--- config.mk ---
export PLATFORM = sky130hd
export DESIGN_NAME = hwpf_stride_req_gen
export DESIGN_NICKNAME = d
export VERILOG_FILES = /design/src/rtl/hwpf_stride_req_gen.sv
export SDC_FILE = /design/constraint.sdc
export NUM_CORES = 1
export LEC_CHECK = 0
export CAP_MARGIN = 20
export CORE_MARGIN = 2
export CORE_UTILIZATION = 45
export DETAILED_ROUTE_END_ITERATION = 7
export MAX_ROUTING_LAYER = met4
export PLACE_DENSITY_LB_ADDON = 0.08
export SLEW_MARGIN = 5
export SYNTH_ARGS = -nofsm -noshare
export SYNTH_HDL_FRONTEND = slang
export SYNTH_SLANG_ARGS = --single-unit
--- constraint.sdc ---
create_clock -name clk_i -period 4.65 [get_ports clk_i]
set_input_delay 0.93 -clock clk_i [delete_from_list [all_inputs] [get_ports clk_i]]
set_output_delay 0.93 -clock clk_i [all_outputs]
set_load 0.05 [all_outputs]
--- src/rtl/hwpf_stride_req_gen.sv ---
`default_nettype none
// ============================================================================
// Module   : hwpf_stride_req_gen
// Brief    : Stride prefetcher request generator. It arms the snooper and, on
//            a match, issues a burst of line prefetches at base+k*stride.
//            Optional macro HWPF_STRIDE_THROTTLE_EN inserts throttle gaps
//            between requests.
// Revision : 1.0 - initial release
// ============================================================================
module hwpf_stride_req_gen #(
  parameter int NLINE_W    = 34,
  parameter int STRIDE_W   = 16,
`ifdef HWPF_STRIDE_THROTTLE_EN
  parameter int THROTTLE_W = 4,
`endif
  parameter int NLINES_W   = 8
) (
  input  logic                clk_i,
  input  logic                rst_i,
  input  logic                enable_i,
  input  logic                cfg_set_i,
  input  logic [NLINE_W-1:0]  cfg_base_nline_i,
  input  logic [STRIDE_W-1:0] cfg_stride_i,
  input  logic [NLINES_W-1:0] cfg_nlines_i,
  input  logic                cfg_rearm_i,
  input  logic                snoop_match_i,
`ifdef HWPF_STRIDE_THROTTLE_EN
  input  logic [THROTTLE_W-1:0] throttle_i,
`endif
  output logic                snoop_en_o,
  output logic [NLINE_W-1:0]  base_nline_o,
  output logic                req_valid_o,
  input  logic                req_ready_i,
  output logic [NLINE_W-1:0]  req_nline_o,
  output logic                busy_o,
  output logic                done_o
);

  typedef enum logic [1:0] {
    ST_IDLE  = 2'd0,
    ST_ARMED = 2'd1,
`ifdef HWPF_STRIDE_THROTTLE_EN
    ST_WAIT  = 2'd3,
`endif
    ST_BURST = 2'd2
  } state_t;

  localparam logic [NLINES_W-1:0] c_count_one = {{(NLINES_W-1){1'b0}}, 1'b1};

  state_t                r_state;
  logic [NLINE_W-1:0]    r_base;
  logic [STRIDE_W-1:0]   r_stride;
  logic [NLINES_W-1:0]   r_nlines;
  logic                  r_rearm;
  logic                  r_cfg_loaded;
  logic [NLINE_W-1:0]    r_req_nline;
  logic [NLINES_W-1:0]   r_count;
  logic                  r_abort;
  logic                  r_done;
`ifdef HWPF_STRIDE_THROTTLE_EN
  localparam logic [THROTTLE_W-1:0] c_wait_one = {{(THROTTLE_W-1){1'b0}}, 1'b1};
  logic [THROTTLE_W-1:0] r_wait_cnt;
`endif

  logic [NLINE_W-1:0]    w_stride_ext;
  logic                  w_busy;

  assign w_stride_ext = {{(NLINE_W-STRIDE_W){r_stride[STRIDE_W-1]}}, r_stride};

  always_comb begin
    w_busy = (r_state == ST_BURST);
`ifdef HWPF_STRIDE_THROTTLE_EN
    w_busy = w_busy || (r_state == ST_WAIT);
`endif
  end

  always_ff @(posedge clk_i) begin
    if (rst_i) begin
      r_state      <= ST_IDLE;
      r_base       <= '0;
      r_stride     <= '0;
      r_nlines     <= '0;
      r_rearm      <= 1'b0;
      r_cfg_loaded <= 1'b0;
      r_req_nline  <= '0;
      r_count      <= '0;
      r_abort      <= 1'b0;
      r_done       <= 1'b0;
`ifdef HWPF_STRIDE_THROTTLE_EN
      r_wait_cnt   <= '0;
`endif
    end else begin
      r_done <= 1'b0;
      if (cfg_set_i && !w_busy) begin
        r_base       <= cfg_base_nline_i;
        r_stride     <= cfg_stride_i;
        r_nlines     <= cfg_nlines_i;
        r_rearm      <= cfg_rearm_i;
        r_cfg_loaded <= 1'b1;
        r_state      <= enable_i ? ST_ARMED : ST_IDLE;
      end else begin
        case (r_state)
          ST_IDLE: begin
            if (enable_i && r_cfg_loaded) r_state <= ST_ARMED;
          end
          ST_ARMED: begin
            if (!enable_i) begin
              r_state <= ST_IDLE;
            end else if (snoop_match_i) begin
              if (r_nlines != '0) begin
                r_req_nline <= r_base + w_stride_ext;
                r_count     <= r_nlines;
                r_abort     <= 1'b0;
                r_state     <= ST_BURST;
              end else if (r_rearm) begin
                r_base <= r_base + w_stride_ext;
              end else begin
                r_state <= ST_IDLE;
              end
            end
          end
          ST_BURST: begin
            // A dip in enable is remembered so the burst ends at the next accept
            if (!enable_i) r_abort <= 1'b1;
            if (req_ready_i) begin
              r_req_nline <= r_req_nline + w_stride_ext;
              r_count     <= r_count - c_count_one;
              if (!enable_i || r_abort) begin
                r_count <= '0;
                r_state <= ST_IDLE;
              end else if (r_count == c_count_one) begin
                r_done <= 1'b1;
                if (r_rearm) begin
                  r_base  <= r_base + w_stride_ext;
                  r_state <= ST_ARMED;
                end else begin
                  r_state <= ST_IDLE;
                end
              end
`ifdef HWPF_STRIDE_THROTTLE_EN
              else if (throttle_i != '0) begin
                r_wait_cnt <= throttle_i;
                r_state    <= ST_WAIT;
              end
`endif
            end
          end
`ifdef HWPF_STRIDE_THROTTLE_EN
          ST_WAIT: begin
            if (!enable_i) begin
              r_state <= ST_IDLE;
            end else if (r_wait_cnt == c_wait_one) begin
              r_state <= ST_BURST;
            end else begin
              r_wait_cnt <= r_wait_cnt - c_wait_one;
            end
          end
`endif
          default: r_state <= ST_IDLE;
        endcase
      end
    end
  end

  assign snoop_en_o   = (r_state == ST_ARMED) && enable_i;
  assign base_nline_o = r_base;
  assign req_valid_o  = (r_state == ST_BURST);
  assign req_nline_o  = r_req_nline;
  assign busy_o       = w_busy;
  assign done_o       = r_done;

endmodule
`default_nettype wire

==> results of run 1 <==
## critical path, cell delays in order
cell and delay [ps]:
clkdlybuf4s50_1 610, nand2_1 150, inv_1 80, clkdlybuf4s50_1 790
## metrics by stage
stage	setup slack [ps]	cell area (sq um)	instances
2_1_floorplan	1340	7980	1064
5_1_grt	1020	9770	1398
4_1_cts	1180	9770	1398
3_3_place_gp	1170	9460	1382
6_report	1170	9770	1398
3_5_place_dp	1090	9460	1382
## flip-flops by register name (all words and copies together), names as in the netlist
register / flops
r_stride: 16
r_count: 8
base_nline_o: 34
r_rearm: 1
r_state: 2
r_cfg_loaded: 1
r_nlines: 8
r_abort: 1
req_nline_o: 34
done_o: 1
## worst max path at each step
| stage | start | end | slack, ps | cells after the start |
|---|---|---|---|---|
| after CTS | enable_i | snoop_en_o | 1180 | 4 |
| after global placement | enable_i | base_nline_o[23] | 1170 | 11 |
| after global routing | r_stride[15] | base_nline_o[31] | 1020 | 12 |
| after detailed placement | enable_i | base_nline_o[33] | 1090 | 11 |
| final | enable_i | snoop_en_o | 1170 | 4 |
| after floorplan | r_stride[15] | req_nline_o[33] | 1340 | 10 |
## per-layer routing
metal / share of wire, % / vias up / wire (um) / GRT usage [%]
met5: 0 / - / 0 / -
met4: 3.4 / 0 / 802 / 10.6
met3: 4.0 / 40 / 948 / 2.78
met2: 47 / 202 / 11200 / 43.1
met1: 46 / 3655 / 11000 / 33.4
li1: - / 4039 / - / -
## synthesized netlist by cell type, drive strengths merged, types with 20 or more instances
library cell	number	area [sq um]
nor2	138	518
a311oi	27	249
nand2	176	661
a21o	26	196
a211oi	24	185
a21oi	115	579
xnor2	38	340
nor3	27	135
clkbuf	46	224
xor2	25	219
inv	20	75.1
dfxtp	106	2120
ha	68	851
o21ai	59	303
## cell families (layout without fill, tap and decap cells)
family,Yosys count,after routing,synth area share [%]
xor+xnor,63,63,7.01
buf+inv,78,187,4.81
fa+ha+maj,70,70,11.2
simple gates,406,406,21.6
compound gates,336,336,28.1
mux,5,5,0.643
flops,106,106,26.6
## area by class of cell
type,count,area share [%]
Tap cell,225,2.88
Clock buffer,10,2.45
Multi-Input combinational cell,880,56.1
Inverter,20,0.768
Clock inverter,6,0.768
Timing Repair Buffer,151,15.3
Sequential cell,106,21.7
## power by group through the flow
stage | Clock [uW] | Sequential [uW] | Combinational [uW]
final | 821 | 1010 | 731
after global routing | 866 | 1010 | 793
after CTS | 836 | 1010 | 733
after detailed placement | 0 | 1030 | 728
after global placement | 0 | 1030 | 724
after floorplan | 0 | 1130 | 385
==> metrics.md, run 1 <==
| Metric | Value |
|---|---|
| Outcome | complete, no violations |
| Setup Crit Path Kind | input port to primary output |
| Relative slew slack | around 44% |
| Vias in the first global route | roughly 7300 |
| Routed Antenna Nets | 0 |
| CP Launch Type | input port |
| Sequential share of power | roughly 39% |
| Commonest non-fill, non-tap cell in the layout | nand2_1 |
| Port bufs | ~140 |
| Post-DP HPWL | roughly 18000 um |
| Pleak | ~0.0040 uW |
| Yosys cell types | 76 |
| Worst setup EP type | primary output |
| Dominant synthesized flop cell | dfxtp_1 |
| Initial antenna violation count | 0 |
| Worst Hold Margin | around 490 ps |
| Design Power | 2560 uW |
| CTS H-Tree Depth | 3 |
| # IOs | ~140 |
| Psw | roughly 890 uW |
| Clock network power share | about a third |
| Post-synth ARST share | 0% |
| Area of the multi-input gates | 5480 sq um |
| Reg2reg setup slack | 1260 ps |
| Reg area | approximately 2100 sq um |
| Fillers | 1724 |
| Drt pass-1 iters | 8 |
| # nets final | 1303 |
| Worst hold path class | flip-flop to flip-flop |
| Hold_buf cts | 0 |
| Die area | ~19000 sq um |
| Max_cap viols | 0 |
| Worst-margin pin slew | about 840 ps |
| Post-layout min period | roughly 3500 ps |
| Reg-to-reg critical path startpoint | r_stride[0] |
| Wire length per cell | approximately 17 um |
| Die Span Y | approximately 140 um |
| Final setup viols | 0 |
| Clk Latency, worst-skew pair | about 360 ps |
| P_int | 1670 uW |
| Peak VDD IR | 0.000170 V |
| Antenna fix cells | 0 |
| Max-slew violations | 0 |
| Skew final | around 8.1 ps |
| Core area | approximately 17000 sq um |
| Most frequent cells in the layout | nand2_1, nor2_1, clkdlybuf4s50_1, a21oi_1, dfxtp_1 |
| Gr usage total | a little over a quarter |
| DRC | 0 |
| Layout cells sized above 1 | approximately 5.3% |
| Final hold vios | 0 |
| Yosys warning count | 0 |
| CTS Buf Count | 9 |
| Unrepaired setup endpoints after global routing | no |
| Switching Share | 34.6% |
| Worst reg2reg path endpoint | req_nline_o[26] |
| CTS max path bufs | 2 |
| Initial DRC count | 477 |
| PostCTS Resize Cnt | 0 |
| Synth-to-Final Area Change | 22.5% |
| Crit-path max FO | 7 |
| Setup TNS | 0 ps |
| Row cnt | 48 |
| Cells after Synth | 1064 |
| Post-synth EDFFs | 0 |
| Grt total ovfl | 0 |
| Die span in x | 137 um |
| Mapped Area | between 7000 and 8000 sq um |
| PD cells | 262 nW/um^2 |
| Final core occ | a little under three fifths |
| Vias per cell | approximately 5.7 |
| Initial Util | between 40% and 50% |
| Post-Route WL | between 20000 and 25000 um |
| Root buf cell | clkbuf_16 |
| Clock-pin slew on the worst setup and hold paths | 80 ps |
| Largest net degree at the start of global routing | 75 |
| # clock sinks | 106 |
| Register area share after synthesis | 26.6% |
| Comb pwr share | ~28% |
| Routed via count | 7936 |
| CP Data Arrival Time | approximately 2600 ps |
| Data required, critical path | ~3700 ps |
| Global placement routability congestion | between 0.9 and 1 |
| Post-CTS Setup Bufs | 0 |
| Hold Path Cell Cnt | 2 |
| CTS tree | done |
| R2R cell count | 12 |
| Fmax | between 0.2 and 0.3 GHz |
| Final period utilization | ~75% |
| Hold Path Origin | r_nlines[1] |
| Syn nets | 1199 |
| Syn avg cell area | between 7 and 8 sq um |
| Hold Path Sink | r_nlines[1] |
| Global-route wire length before repair | between 30000 and 40000 um |
| Synthesized flop and latch total | roughly 110 |
(Power assumes the default switching activity.)
==> run 2: changes to the inputs <==
==> constraint.sdc (replaced) <==
create_clock -name clk_i -period 3.3 [get_ports clk_i]
set_input_delay 0.66 -clock clk_i [delete_from_list [all_inputs] [get_ports clk_i]]
set_output_delay 0.66 -clock clk_i [all_outputs]
set_load 0.05 [all_outputs]
==> run 2 against run 1 <==
Compared with the run above: first-iteration DRC count decreased by 29%; worst hold slack got worse by 4.8 ps; global-route usage up 0.58 points; register-to-register slack got worse by 1100 ps; non-clock buffer count is 12 higher; core utilization is 0.74 points higher; clock power grew 33%; critical endpoint is now req_nline_o[26].
==> metrics.md, run 2 (synthesis results as in run 1) <==
| Metric | Value |
|---|---|
| Antenna fix cells | 0 (unchanged) |
| Hold Path Cell Cnt | 2 (unchanged) |
| Commonest non-fill, non-tap cell in the layout | nand2_1 (unchanged) |
| Initial Util | 46.1% (unchanged) |
| Vias per cell | 5.68 (about the same) |
| PD cells | 358 nW/um^2 (was 262 nW/um^2) |
| Initial DRC count | 338 (was 477) |
| CTS H-Tree Depth | 3 (unchanged) |
| Worst-margin pin slew | 564 ps (was 843 ps) |
| Critical path's slowest cell | fa_1 (was clkdlybuf4s50_1) |
| Gr usage total | 27.0% (was 26.4%) |
| Worst setup EP type | flip-flop (was primary output) |
| Skew final | 8.80 ps (was 8.07 ps) |
| Met1 Track Usage GR | 34.7% (was 33.4%) |
| CP Data Arrival Time | 3420 ps (was 2550 ps) |
| Reg-to-reg critical path startpoint | r_stride[0] (unchanged) |
| Global-route wire length before repair | 38900 um (was 37800 um) |
| Crit-path cells | ha_1, fa_1, a21oi_2, o21ai_1, a2111oi_4, o21a_1, o211ai_1, a221o_1, a31oi_4, o21bai_1, xnor2_1, a221oi_1 (was clkdlybuf4s50_1, nand2_1, inv_1, clkdlybuf4s50_1) |
| Hold Path Sink | r_nlines[6] (was r_nlines[1]) |
| # clock sinks | 106 (unchanged) |
| Fmax | around 0.32 GHz |
| Initial antenna violation count | 0 (unchanged) |
| Post-Route WL | 24200 um (was 23900 um) |
| CTS Buf Count | 9 (unchanged) |
| Worst Hold Margin | 482 ps (was 487 ps) |
| # IOs | 137 (unchanged) |
| Outcome | complete, no violations (unchanged) |
| CTS max path bufs | 2 (unchanged) |
| Crit-path max FO | 4 (was 7) |
| Largest net degree at the start of global routing | 67 (was 75) |
| Routed via count | 8012 (was 7936) |
| Data required, critical path | 3570 ps (was 3720 ps) |
| Clk Latency, worst-skew pair | 360 ps (about the same) |
| Worst reg2reg path endpoint | req_nline_o[26] (unchanged) |
| Clock-pin slew on the worst setup and hold paths | 80 ps (about the same) |
| Root buf cell | clkbuf_16 (unchanged) |
| M2 GR Usage | 43.6% (was 43.1%) |
| Grt total ovfl | 0 (unchanged) |
| Setup Crit Path Kind | flip-flop to flip-flop (was input port to primary output) |
| Most frequent cells in the layout | nand2_1, nor2_1, clkdlybuf4s50_1, a21oi_1, dfxtp_1 (unchanged) |
| Peak VDD IR | 0.000381 V (was 0.000170 V) |
| Wire length per cell | 17.2 um (was 17.1 um) |
| R2R cell count | 12 (unchanged) |
| Layout cells sized above 1 | 7.09% (was 5.29%) |
| Worst hold path class | flip-flop to flip-flop (unchanged) |
| DRC | 0 (unchanged) |
| Die area | 18800 sq um (unchanged) |
| Drt pass-1 iters | 4 (was 8) |
| Die Span Y | 137 um (unchanged) |
| Final setup viols | 0 (unchanged) |
| Max_cap viols | 0 (unchanged) |
| Max-slew violations | 0 (unchanged) |
| Reg2reg setup slack | 150 ps (was 1260 ps) |
| Port bufs | 136 (unchanged) |
| Relative slew slack | 62.3% (was 43.8%) |
| Row cnt | 48 (unchanged) |
| CP Launch Type | flip-flop (was input port) |
| Hold Path Origin | r_nlines[6] (was r_nlines[1]) |
| Synth-to-Final Area Change | 24.1% (was 22.5%) |
| Final period utilization | a little over nine tenths |
| Post-layout instance area | 9900 sq um (was 9770 sq um) |
| CTS tree | done (unchanged) |
| Met3 Track Usage GR | 3.93% (was 2.78%) |
| Hold_buf cts | 0 (unchanged) |
| Crit path largest cell delay | 420 ps (was 790 ps) |
| # nets final | 1315 (was 1303) |
| Vias in the first global route | 7438 (was 7275) |
| Top Usage Layer GRT | met2 (unchanged) |
| Post-place instance area | 9550 sq um (was 9460 sq um) |
| Final hold vios | 0 (unchanged) |
| Core area | 17300 sq um (unchanged) |
| Global placement routability congestion | 0.947 (was 0.924) |
| Routed Antenna Nets | 0 (unchanged) |
| Pleak | 0.00411 uW (was 0.00405 uW) |
| Post-layout min period | roughly 3200 ps |
| Die span in x | 137 um (unchanged) |
| Post-DP HPWL | 18000 um (was 17800 um) |
-- run 2: worst max-delay path by stage --
| stage | from | endpoint | slack, ps | depth (start not counted) |
|---|---|---|---|---|
| after floorplan | req_nline_o[0] | req_nline_o[22] | 50 | 11 |
| after global placement | r_stride[0] | req_nline_o[22] | 130 | 11 |
| after detailed placement | r_stride[0] | req_nline_o[26] | 20 | 12 |
| after CTS | r_stride[0] | req_nline_o[26] | 2 | 12 |
| after global routing | r_stride[0] | req_nline_o[26] | -30 | 12 |
| final | r_stride[0] | req_nline_o[26] | 150 | 12 |
-- run 2: metrics by stage --
stage | power, uW | setup WS (ps) | util (%) | instances | setup TNS [ps]
after floorplan | 2130 | 53.9 | - | 1064 | 0
after global placement | 2480 | 128 | 55.2 | 1392 | 0
after detailed placement | 2480 | 20.5 | 55.2 | 1392 | 0
after CTS | 3570 | 2.24 | 56.9 | 1408 | 0
after global routing | 3720 | -33.0 | 57.2 | 1410 | -97.6
final | 3550 | 149 | 57.2 | 1410 | 0
-- run 2: power breakdown --
part           total (uW)  leakage, uW  switching, uW  internal (uW)
Sequential           1420     0.000869           74.4           1350
Combinational        1040      0.00310            635            400
Clock                1090     0.000140            562            529
Total                3550      0.00411           1270           2280
-- run 2: repair_timing --
action                     4_1_cts  5_1_grt
buffers inserted                 0        2
pin swaps                        1        6
setup endpoints to repair        1       13
gates resized for setup          0        9
-- run 2: final cells by class --
cell class	count	area, sq um
Sequential cell	106	2130
Clock buffer	9	225
Inverter	20	75.1
Tap cell	225	282
Timing Repair Buffer	163	1600
Clock inverter	7	61.3
Fill cell	1670	7400
Multi-Input combinational cell	880	5530
-- run 2: layer usage --
metal | share of wire, % | routed length, um | vias to the layer above
li1 | - | - | 4067
met1 | 46 | 11100 | 3704
met2 | 47 | 11300 | 203
met3 | 4.8 | 1160 | 38
met4 | 2.9 | 706 | 0
met5 | 0 | 0 | -
-- run 2: worst max-delay path: cells and delay by family, from the launching register on --
family,cells,cell delay (ps)
flops,1,340
xor+xnor,1,130
fa+ha+maj,2,640
compound gates,9,1950
